--- config.mk ---
export PLATFORM = sky130hd
export DESIGN_NAME = seq_divider_flat
export DESIGN_NICKNAME = d
export VERILOG_FILES = /design/src/rtl/seq_divider_if.sv /design/src/rtl/seq_divider.sv /design/src/flat_wrapper.sv
export SDC_FILE = /design/constraint.sdc
export NUM_CORES = 1
export LEC_CHECK = 0
export BUFFER_PORTS_ARGS = -buffer_cell sky130_fd_sc_hd__clkbuf_2
export CAP_MARGIN = 0
export CORE_ASPECT_RATIO = 1.1
export CORE_UTILIZATION = 40
export DETAILED_ROUTE_END_ITERATION = 8
export GPL_TIMING_DRIVEN = 0
export PLACE_DENSITY = 0.63
export SLEW_MARGIN = 20
export SYNTH_ARGS = -nofsm -noshare
export SYNTH_HDL_FRONTEND = slang
export SYNTH_SLANG_ARGS = --single-unit
--- constraint.sdc ---
create_clock -name clk -period 3.2 [get_ports clk]
set_input_delay 0 -clock clk [delete_from_list [all_inputs] [get_ports clk]]
set_output_delay 0 -clock clk [all_outputs]
set_load 0.05 [all_outputs]
--- src/rtl/seq_divider_if.sv ---
// Operand/result bundle between the operation decoder (master) and the divider (slave).
// Handshake: start is sampled only while busy is low; busy covers the whole operation; done pulses once when results are valid.
interface seq_divider_if #(
   parameter int WIDTH = 16
);
   logic             start;
   logic             signed_mode;
   logic [WIDTH-1:0] dividend;
   logic [WIDTH-1:0] divisor;
   logic             busy;
   logic             done;
   logic [WIDTH-1:0] quotient;
   logic [WIDTH-1:0] remainder;
   logic             div_by_zero;

   modport master (
      output start, signed_mode, dividend, divisor,
      input  busy, done, quotient, remainder, div_by_zero
   );

   modport slave (
      input  start, signed_mode, dividend, divisor,
      output busy, done, quotient, remainder, div_by_zero
   );
endinterface

--- src/rtl/seq_divider.sv ---
// Iterative restoring divider, one quotient bit per clock, signed/unsigned per operation.
// Produces quotient and remainder; division by zero skips the core and raises div_by_zero.
module seq_divider #(
   parameter int WIDTH = 16
) (
   input  logic         clk,
   input  logic         rst_n,
   seq_divider_if.slave bus,
   output logic [1:0]   o_dbg_state
);

   localparam int CW = $clog2(WIDTH + 1);

   typedef enum logic [1:0] {
      ST_IDLE   = 2'd0,
      ST_CALC   = 2'd1,
      ST_FINISH = 2'd2
   } state_t;

   state_t           r_state;
   state_t           w_next;

   logic [CW-1:0]    r_cnt;
   logic [WIDTH:0]   r_rem;
   logic [WIDTH-1:0] r_quo;
   logic [WIDTH-1:0] r_dvs;
   logic [WIDTH-1:0] r_dvd_raw;
   logic             r_dbz;
   logic             r_neg_q;
   logic             r_neg_r;

   logic             r_done;
   logic [WIDTH-1:0] r_quotient;
   logic [WIDTH-1:0] r_remainder;
   logic             r_div_by_zero;

   logic             w_dvd_neg;
   logic             w_dvs_neg;
   logic [WIDTH-1:0] w_dvd_mag;
   logic [WIDTH-1:0] w_dvs_mag;
   logic [WIDTH:0]   w_shift;
   logic [WIDTH+1:0] w_diff;
   logic             w_fits;
   logic             w_last;
   logic [WIDTH-1:0] w_rem_lo;
   logic [WIDTH-1:0] w_q_fix;
   logic [WIDTH-1:0] w_r_fix;

   // The core always works on magnitudes; the signs are reapplied in FINISH.
   assign w_dvd_neg = bus.signed_mode & bus.dividend[WIDTH-1];
   assign w_dvs_neg = bus.signed_mode & bus.divisor[WIDTH-1];
   assign w_dvd_mag = w_dvd_neg ? -bus.dividend : bus.dividend;
   assign w_dvs_mag = w_dvs_neg ? -bus.divisor  : bus.divisor;

   // r_quo starts as the dividend and is shifted out MSB-first while quotient bits shift in.
   assign w_shift  = {r_rem[WIDTH-1:0], r_quo[WIDTH-1]};
   assign w_diff   = {1'b0, w_shift} - {2'b00, r_dvs};
   assign w_fits   = ~w_diff[WIDTH+1];
   assign w_last   = (r_cnt == CW'(WIDTH - 1));

   assign w_rem_lo = r_rem[WIDTH-1:0];
   assign w_q_fix  = r_neg_q ? -r_quo    : r_quo;
   assign w_r_fix  = r_neg_r ? -w_rem_lo : w_rem_lo;

   always_ff @(posedge clk or negedge rst_n) begin
      if (!rst_n) begin
         r_state <= ST_IDLE;
      end else begin
         r_state <= w_next;
      end
   end

   always_comb begin
      w_next = r_state;
      case (r_state)
         ST_IDLE: begin
            if (bus.start) begin
               w_next = (bus.divisor == '0) ? ST_FINISH : ST_CALC;
            end
         end
         ST_CALC: begin
            if (w_last) begin
               w_next = ST_FINISH;
            end
         end
         ST_FINISH: w_next = ST_IDLE;
         default:   w_next = ST_IDLE;
      endcase
   end

   always_ff @(posedge clk or negedge rst_n) begin
      if (!rst_n) begin
         r_cnt         <= '0;
         r_rem         <= '0;
         r_quo         <= '0;
         r_dvs         <= '0;
         r_dvd_raw     <= '0;
         r_dbz         <= 1'b0;
         r_neg_q       <= 1'b0;
         r_neg_r       <= 1'b0;
         r_done        <= 1'b0;
         r_quotient    <= '0;
         r_remainder   <= '0;
         r_div_by_zero <= 1'b0;
      end else begin
         r_done <= 1'b0;
         case (r_state)
            ST_IDLE: begin
               if (bus.start) begin
                  r_cnt     <= '0;
                  r_rem     <= '0;
                  r_quo     <= w_dvd_mag;
                  r_dvs     <= w_dvs_mag;
                  r_dvd_raw <= bus.dividend;
                  r_dbz     <= (bus.divisor == '0);
                  r_neg_q   <= w_dvd_neg ^ w_dvs_neg;
                  r_neg_r   <= w_dvd_neg;
               end
            end
            ST_CALC: begin
               r_cnt <= r_cnt + CW'(1);
               r_rem <= w_fits ? w_diff[WIDTH:0] : w_shift;
               r_quo <= {r_quo[WIDTH-2:0], w_fits};
            end
            ST_FINISH: begin
               r_done <= 1'b1;
               if (r_dbz) begin
                  r_quotient    <= '1;
                  r_remainder   <= r_dvd_raw;
                  r_div_by_zero <= 1'b1;
               end else begin
                  r_quotient    <= w_q_fix;
                  r_remainder   <= w_r_fix;
                  r_div_by_zero <= 1'b0;
               end
            end
            default: ;
         endcase
      end
   end

   assign bus.busy        = (r_state != ST_IDLE);
   assign bus.done        = r_done;
   assign bus.quotient    = r_quotient;
   assign bus.remainder   = r_remainder;
   assign bus.div_by_zero = r_div_by_zero;
   assign o_dbg_state     = r_state;

endmodule

--- src/flat_wrapper.sv ---
// flat-port wrapper written by rule: the top's interface ports become plain ports
module seq_divider_flat 
#(
   parameter int WIDTH = 16
)
  (clk, rst_n, o_dbg_state, bus_start, bus_signed_mode, bus_dividend, bus_divisor, bus_busy, bus_done, bus_quotient, bus_remainder, bus_div_by_zero);
  seq_divider_if #(.WIDTH(WIDTH)) bus_i ();
  input  logic clk;
  input  logic rst_n;
  output logic [1:0] o_dbg_state;
  input wire logic [$bits(bus_i.start)-1:0] bus_start;
  input wire logic [$bits(bus_i.signed_mode)-1:0] bus_signed_mode;
  input wire logic [$bits(bus_i.dividend)-1:0] bus_dividend;
  input wire logic [$bits(bus_i.divisor)-1:0] bus_divisor;
  output wire logic [$bits(bus_i.busy)-1:0] bus_busy;
  output wire logic [$bits(bus_i.done)-1:0] bus_done;
  output wire logic [$bits(bus_i.quotient)-1:0] bus_quotient;
  output wire logic [$bits(bus_i.remainder)-1:0] bus_remainder;
  output wire logic [$bits(bus_i.div_by_zero)-1:0] bus_div_by_zero;
  assign bus_i.start = bus_start;
  assign bus_i.signed_mode = bus_signed_mode;
  assign bus_i.dividend = bus_dividend;
  assign bus_i.divisor = bus_divisor;
  assign bus_busy = bus_i.busy;
  assign bus_done = bus_i.done;
  assign bus_quotient = bus_i.quotient;
  assign bus_remainder = bus_i.remainder;
  assign bus_div_by_zero = bus_i.div_by_zero;
  seq_divider #(.WIDTH(WIDTH)) u_core (.clk(clk), .rst_n(rst_n), .bus(bus_i), .o_dbg_state(o_dbg_state));
endmodule
* After elaboration in Yosys (flattened, before gate mapping) *
Index checks and enable logic that the tools add are counted.

word-level totals
  register bits = 108
  latch bits = 0
  RAM bits = 0
  memory bits (read-only) = 0
  input bits = 36
  output and inout bits = 37
  word-level logic and storage cells = 54
  memories kept = 0

cells by class
  add/subtract/negate cells = 6
  multiply operators = 0
  div/mod/pow operators = 0
  order comparisons = 0
  eq/ne operators = 5
  shifts and indexed selects = 0
  mux-type cells = 19
  bitwise gates (word level) = 4
  reduce and logical (&&, ||, !) cells = 7

operators with widths
  operator             count
  $mux 16              9
  $neg 16->16          4
  $pmux 16 s2          2
  $sub 17x16->18       1
  $logic_not 16->1     1
  $pmux 5 s2           1
  $mux 2               3
  $reduce_and 2->1     3
  $add 5x1->5 const B  1
  $eq 5x4->1 const B   1
  $mux 5               1
  $pmux 2 s2           1
  $reduce_bool 2->1    2
  $and 1x1->1          2
  $eq 2x1->1 const B   1
  $eq 2x2->1 const B   1
  $logic_not 2->1      1
  $mux 1               2
  $ne 2x1->1 const B   1
  $ne 2x2->1 const B   1
  $not 1->1            1
  $xor 1x1->1          1

* Logic depth before layout (Yosys ltp) *
  word-level depth = 4
  depth in mapped cells = 11
  gate-level depth less buffers = 10

* Worst setup path before layout *
Ideal clock, no wire load.

  kind = flip-flop to flip-flop
  start = reg u_core.r_rem[2]
  end = reg u_core.r_rem[1]
  library setup time = 0.126 ns
  arrival = 2.165 ns
  required time = 3.074 ns
  setup slack = 0.909 ns
  cell stages (with the launch flop) = 10
  path buffers = 1
  clock period less this slack = 2.291 ns
  cells stage by stage = dfrtp_1 -> ha_1 -> a21o_1 -> a21oi_1 -> a21oi_1 -> o21ai_2 -> o21a_1 -> buf_2 -> nor3_1 -> a311o_1

on the way
  cells in the longest elaborated chain, start to end = 3

RTL lines
  item                      line                text
  start: declaration        seq_divider.sv:24   logic [WIDTH:0] r_rem;
  start signal: assignment  seq_divider.sv:122  r_rem <= w_fits ? w_diff[WIDTH:0] : w_shift;
  $sub 17x16->18            seq_divider.sv:57   assign w_diff = {1'b0, w_shift} - {2'b00, r_dvs};
  $mux 16                   seq_divider.sv:122
  $pmux 16 s2               seq_divider.sv:107  case (r_state)

Every way passes these cells.
A chain may end at the register's enable or synchronous reset.

* Worst setup path in the final report *
  start = in bus_divisor[0]
  end = reg u_core.r_state[1], in the netlist u_core.o_dbg_state[1]

on the way
  cells in the longest elaborated chain, start to end = 4

RTL lines
  item                    line                text
  start: declaration      flat_wrapper.sv:14  input wire logic [$bits(bus_i.divisor)-1:0] bus_divisor;
  $logic_not 16->1        seq_divider.sv:78   w_next = (bus.divisor == '0) ? ST_FINISH : ST_CALC;
  $mux 2                  seq_divider.sv:78
  $mux 2                  seq_divider.sv:77   if (bus.start) begin
  $pmux 2 s2              seq_divider.sv:75   case (r_state)
  end signal: assignment  seq_divider.sv:69   r_state <= w_next;
  end: declaration        seq_divider.sv:20   state_t r_state;

Every way passes these cells. The select of a mux whose other input is x is not followed.

==> impl_metrics.env <==
export IMPL_start_util_pct=41.4
export IMPL_cts_resized_gates=0
export IMPL_grt_total_usage_pct=22.1
export IMPL_worst_pin_slew_ps=982
export IMPL_cp_required_ps=3480
export IMPL_worst_slack_ps=307
export IMPL_holdPathEnd="u_core.r_dvs[10]"
export IMPL_cp_buffers_inverters=3
export IMPL_hold_viol=0
export IMPL_avgSynthCellArea_um2=8.62
export IMPL_die_area_um2=17000
export IMPL_hold_class="input pin to register"
export IMPL_max_freq_ghz=0.346
export IMPL_synthFlopType="dfrtp_1"
export IMPL_pre_cts_ws_ps=457
export IMPL_gp_congestion=0.920
export IMPL_drv_slew=0
export IMPL_leakage_nw=3.55
export IMPL_critPathMaxStageDelay_ps=870
export IMPL_multi_input_area_um2=3610
export IMPL_status="finished clean"
export IMPL_drive_gt1_share_pct=12.9
export IMPL_antenna_found_initial=0
export IMPL_cp_start_kind="input pin"
export IMPL_critPathTopFamily="simple AND/OR/NAND/NOR gates"
export IMPL_reg2reg_depth=10
export IMPL_synth_async_sr_flop_share_pct=100
export IMPL_insertedDiodeCount=0
export IMPL_p_switching_w=0.00394
export IMPL_r2r_start="u_core.r_quo[15]"
export IMPL_syn_area_um2=6600
export IMPL_worstPathArrival_ps=3180
export IMPL_clock_latency_ps=360
export IMPL_dp_hpwl_um=13500
export IMPL_coreArea_um2=15900
export IMPL_finalSetupViolCount=0
export IMPL_cts_setup_buffers=0
export IMPL_path_class="input pin to register"
export IMPL_first_global_vias=5570
export IMPL_final_setup_skew_ps=9.46
export IMPL_cpMaxStageDelayCell="nor3b_1"
export IMPL_grt_start_max_net_pins=66
export IMPL_min_period_over_period_pct=90.4
export IMPL_synthTopCellsByArea="dfrtp_1 (41%), nand2_1 (7.3%), o21ai_0 (6.6%), xnor2_1 (4.8%), ha_1 (4.2%)"
export IMPL_syn_to_final_growth_pct=18.6
export IMPL_p_per_area_nw_per_um2=1050
export IMPL_avgViaCountPerCell=5.49
export IMPL_synthCells=765
export IMPL_drt_pass1_iter_count=5
export IMPL_switching_share_pct=47.8
export IMPL_holdCritStartpoint="bus_divisor[10]"
export IMPL_path_clk_slew_ps=70
export IMPL_ios=73
export IMPL_row_count=48
export IMPL_ant_nets=0
export IMPL_path_max_fanout=4
export IMPL_end_kind="register"
export IMPL_yosysWarnings=0
export IMPL_synth_top_area_share_pct=41.0
export IMPL_fill_cells=1567
export IMPL_wire_per_inst_um=16.7
export IMPL_finalSetupTns_ps=0
export IMPL_r2r_end="u_core.r_rem[14]"
export IMPL_cts_buffers=9
export IMPL_route_detailed_drc=0
export IMPL_finalWirelength_um=18100
export IMPL_ir_worst_vdd_v=0.000381
export IMPL_cts_sinks=108
export IMPL_nNetsFinal=938
export IMPL_numPortBuffers=72
export IMPL_final_common_cell="nand2_1"
export IMPL_relSlewSlack_pct=34.4
export IMPL_intPower_w=0.00431
export IMPL_grt_pass1_wl_um=29400
export IMPL_clockBufferDepth=2
export IMPL_hold_ws_ps=0.460
export IMPL_max_cap_viol_count=0
export IMPL_synth_nets=824
export IMPL_post_route_min_period_ps=2890
export IMPL_combPwrFrac_pct=56.4
export IMPL_path_cells="dlygate4sd3_1 > clkbuf_2 > inv_1 > ha_1 > nor3b_1 > nand3b_1 > nor4_1 > nor3b_1 > nand3b_1 > a21oi_1"
export IMPL_die_x_um=124
export IMPL_layout_common_cells="nand2_1 (129), dfrtp_1 (108), o21ai_0 (87), clkbuf_2 (71), nor2_1 (52)"
export IMPL_drt_iter0_markers=513
export IMPL_h_tree_depth=3
export IMPL_synth_top_area_cell="dfrtp_1"
export IMPL_rsz0062_at_grt="false"
export IMPL_cts_root_buf="clkbuf_16"
export IMPL_seq_area_um2=2700
export IMPL_holdBufCountCts=30
export IMPL_seq_area_frac_synth_pct=41.0
export IMPL_seq_power_share_pct=30.4
export IMPL_ys_types=67
export IMPL_synth_edf_count=0
export IMPL_reg2reg_setup_slack_ps=360
export IMPL_via_count=5949
export IMPL_cts_tree="yes"
export IMPL_overflow=0
export IMPL_clockPowerShare_pct=13.1
export IMPL_holdPathStages=3
export IMPL_die_h_um=137
export IMPL_synth_seq_cells=108
-- final cells by class --
| cell class | count | share of cell area (%) |
|---|---|---|
| Buffer | 42 | 2.13 |
| Clock buffer | 11 | 3.10 |
| Clock inverter | 5 | 0.480 |
| Inverter | 31 | 1.49 |
| Multi-Input combinational cell | 584 | 46.2 |
| Sequential cell | 108 | 34.5 |
| Tap cell | 200 | 3.20 |
| Timing Repair Buffer | 103 | 8.91 |
-- worst max-delay path by stage --
stage               slack, ps                    end  cells past startpoint              from
global route               60  u_core.o_dbg_state[1]                     10    bus_divisor[0]
detailed placement        460       u_core.r_rem[14]                     10  u_core.r_quo[15]
floorplan                 910        u_core.r_rem[1]                      9   u_core.r_rem[2]
global placement          450       u_core.r_rem[14]                     10  u_core.r_quo[15]
CTS                       420       u_core.r_rem[14]                     10  u_core.r_quo[15]
finish                    310  u_core.o_dbg_state[1]                     10    bus_divisor[0]
-- synthesized netlist by cell type (4+ instances only) --
cell type / instances
nor4_1: 5
inv_1: 30
a21o_1: 5
a22o_1: 4
nand2_1: 129
nor3_1: 11
o21ai_1: 4
nand4_1: 6
nand3b_1: 6
nand2b_1: 7
clkbuf_1: 36
nor2_1: 52
a31oi_1: 7
or3_1: 6
and3_1: 5
a21oi_1: 50
o21ai_0: 87
nand3_1: 22
mux2i_1: 11
xor2_1: 23
buf_2: 4
o31ai_1: 8
xnor2_1: 36
o21a_1: 5
dfrtp_1: 108
a22oi_1: 11
o41ai_1: 4
ha_1: 22
-- worst reg2reg max path: cells and delay by family (launching register included) --
kind / cells / cell delay [ps]
and+or+nand+nor: 2 / 270
AOI/OAI and AO/OA: 5 / 1340
adders and majority gates: 2 / 590
buffers and inverters: 1 / 80
DFF: 1 / 460
-- routing by layer --
| layer | global-route usage (%) | wire [µm] | share of wire, % |
|---|---|---|---|
| met5 | 0 | 0 | 0 |
| met4 | 8.84 | 442 | 2.4 |
| met3 | 3.52 | 993 | 5.5 |
| met2 | 36.2 | 8450 | 47 |
| met1 | 29.3 | 8250 | 45 |
-- stage by stage --
stage | util [%] | power (W) | instances | area [µm²]
2_1_floorplan | - | 0.00597 | 765 | 6600
3_3_place_gp | 45.3 | 0.00705 | 1037 | 7210
3_5_place_dp | 45.5 | 0.00711 | 1038 | 7240
4_1_cts | 49.2 | 0.00824 | 1084 | 7820
5_1_grt | 49.2 | 0.00895 | 1084 | 7820
6_report | 49.2 | 0.00825 | 1084 | 7820
-- power by group through the flow --
stage	sequential [W]	combinational [W]	clock, W
2_1_floorplan	0.00278	0.00318	0
3_3_place_gp	0.00252	0.00453	0
3_5_place_dp	0.00253	0.00458	0
4_1_cts	0.00251	0.00464	0.00110
5_1_grt	0.00260	0.00520	0.00114
6_report	0.00251	0.00466	0.00108
-- sequential cells by signal, summed over array words and instances (netlist names) --
register	cells
u_core.bus.quotient	16
u_core.bus.done	1
u_core.o_dbg_state	2
u_core.r_cnt	5
u_core.r_dvs	16
u_core.r_dvd_raw	16
u_core.r_dbz	1
u_core.r_neg_r	1
u_core.bus.remainder	16
u_core.r_neg_q	1
u_core.r_quo	16
u_core.r_rem	16
u_core.bus.div_by_zero	1
-- cell families after synthesis --
| logic type | synth area share (%) |
|---|---|
| fa+ha+maj | 4.48 |
| compound gates | 21.1 |
| flops | 41.0 |
| simple gates | 19.7 |
| xor+xnor | 7.83 |
| buf+inv | 4.29 |
| mux | 1.67 |
No activity file was read; power rests on OpenSTA's default activity.
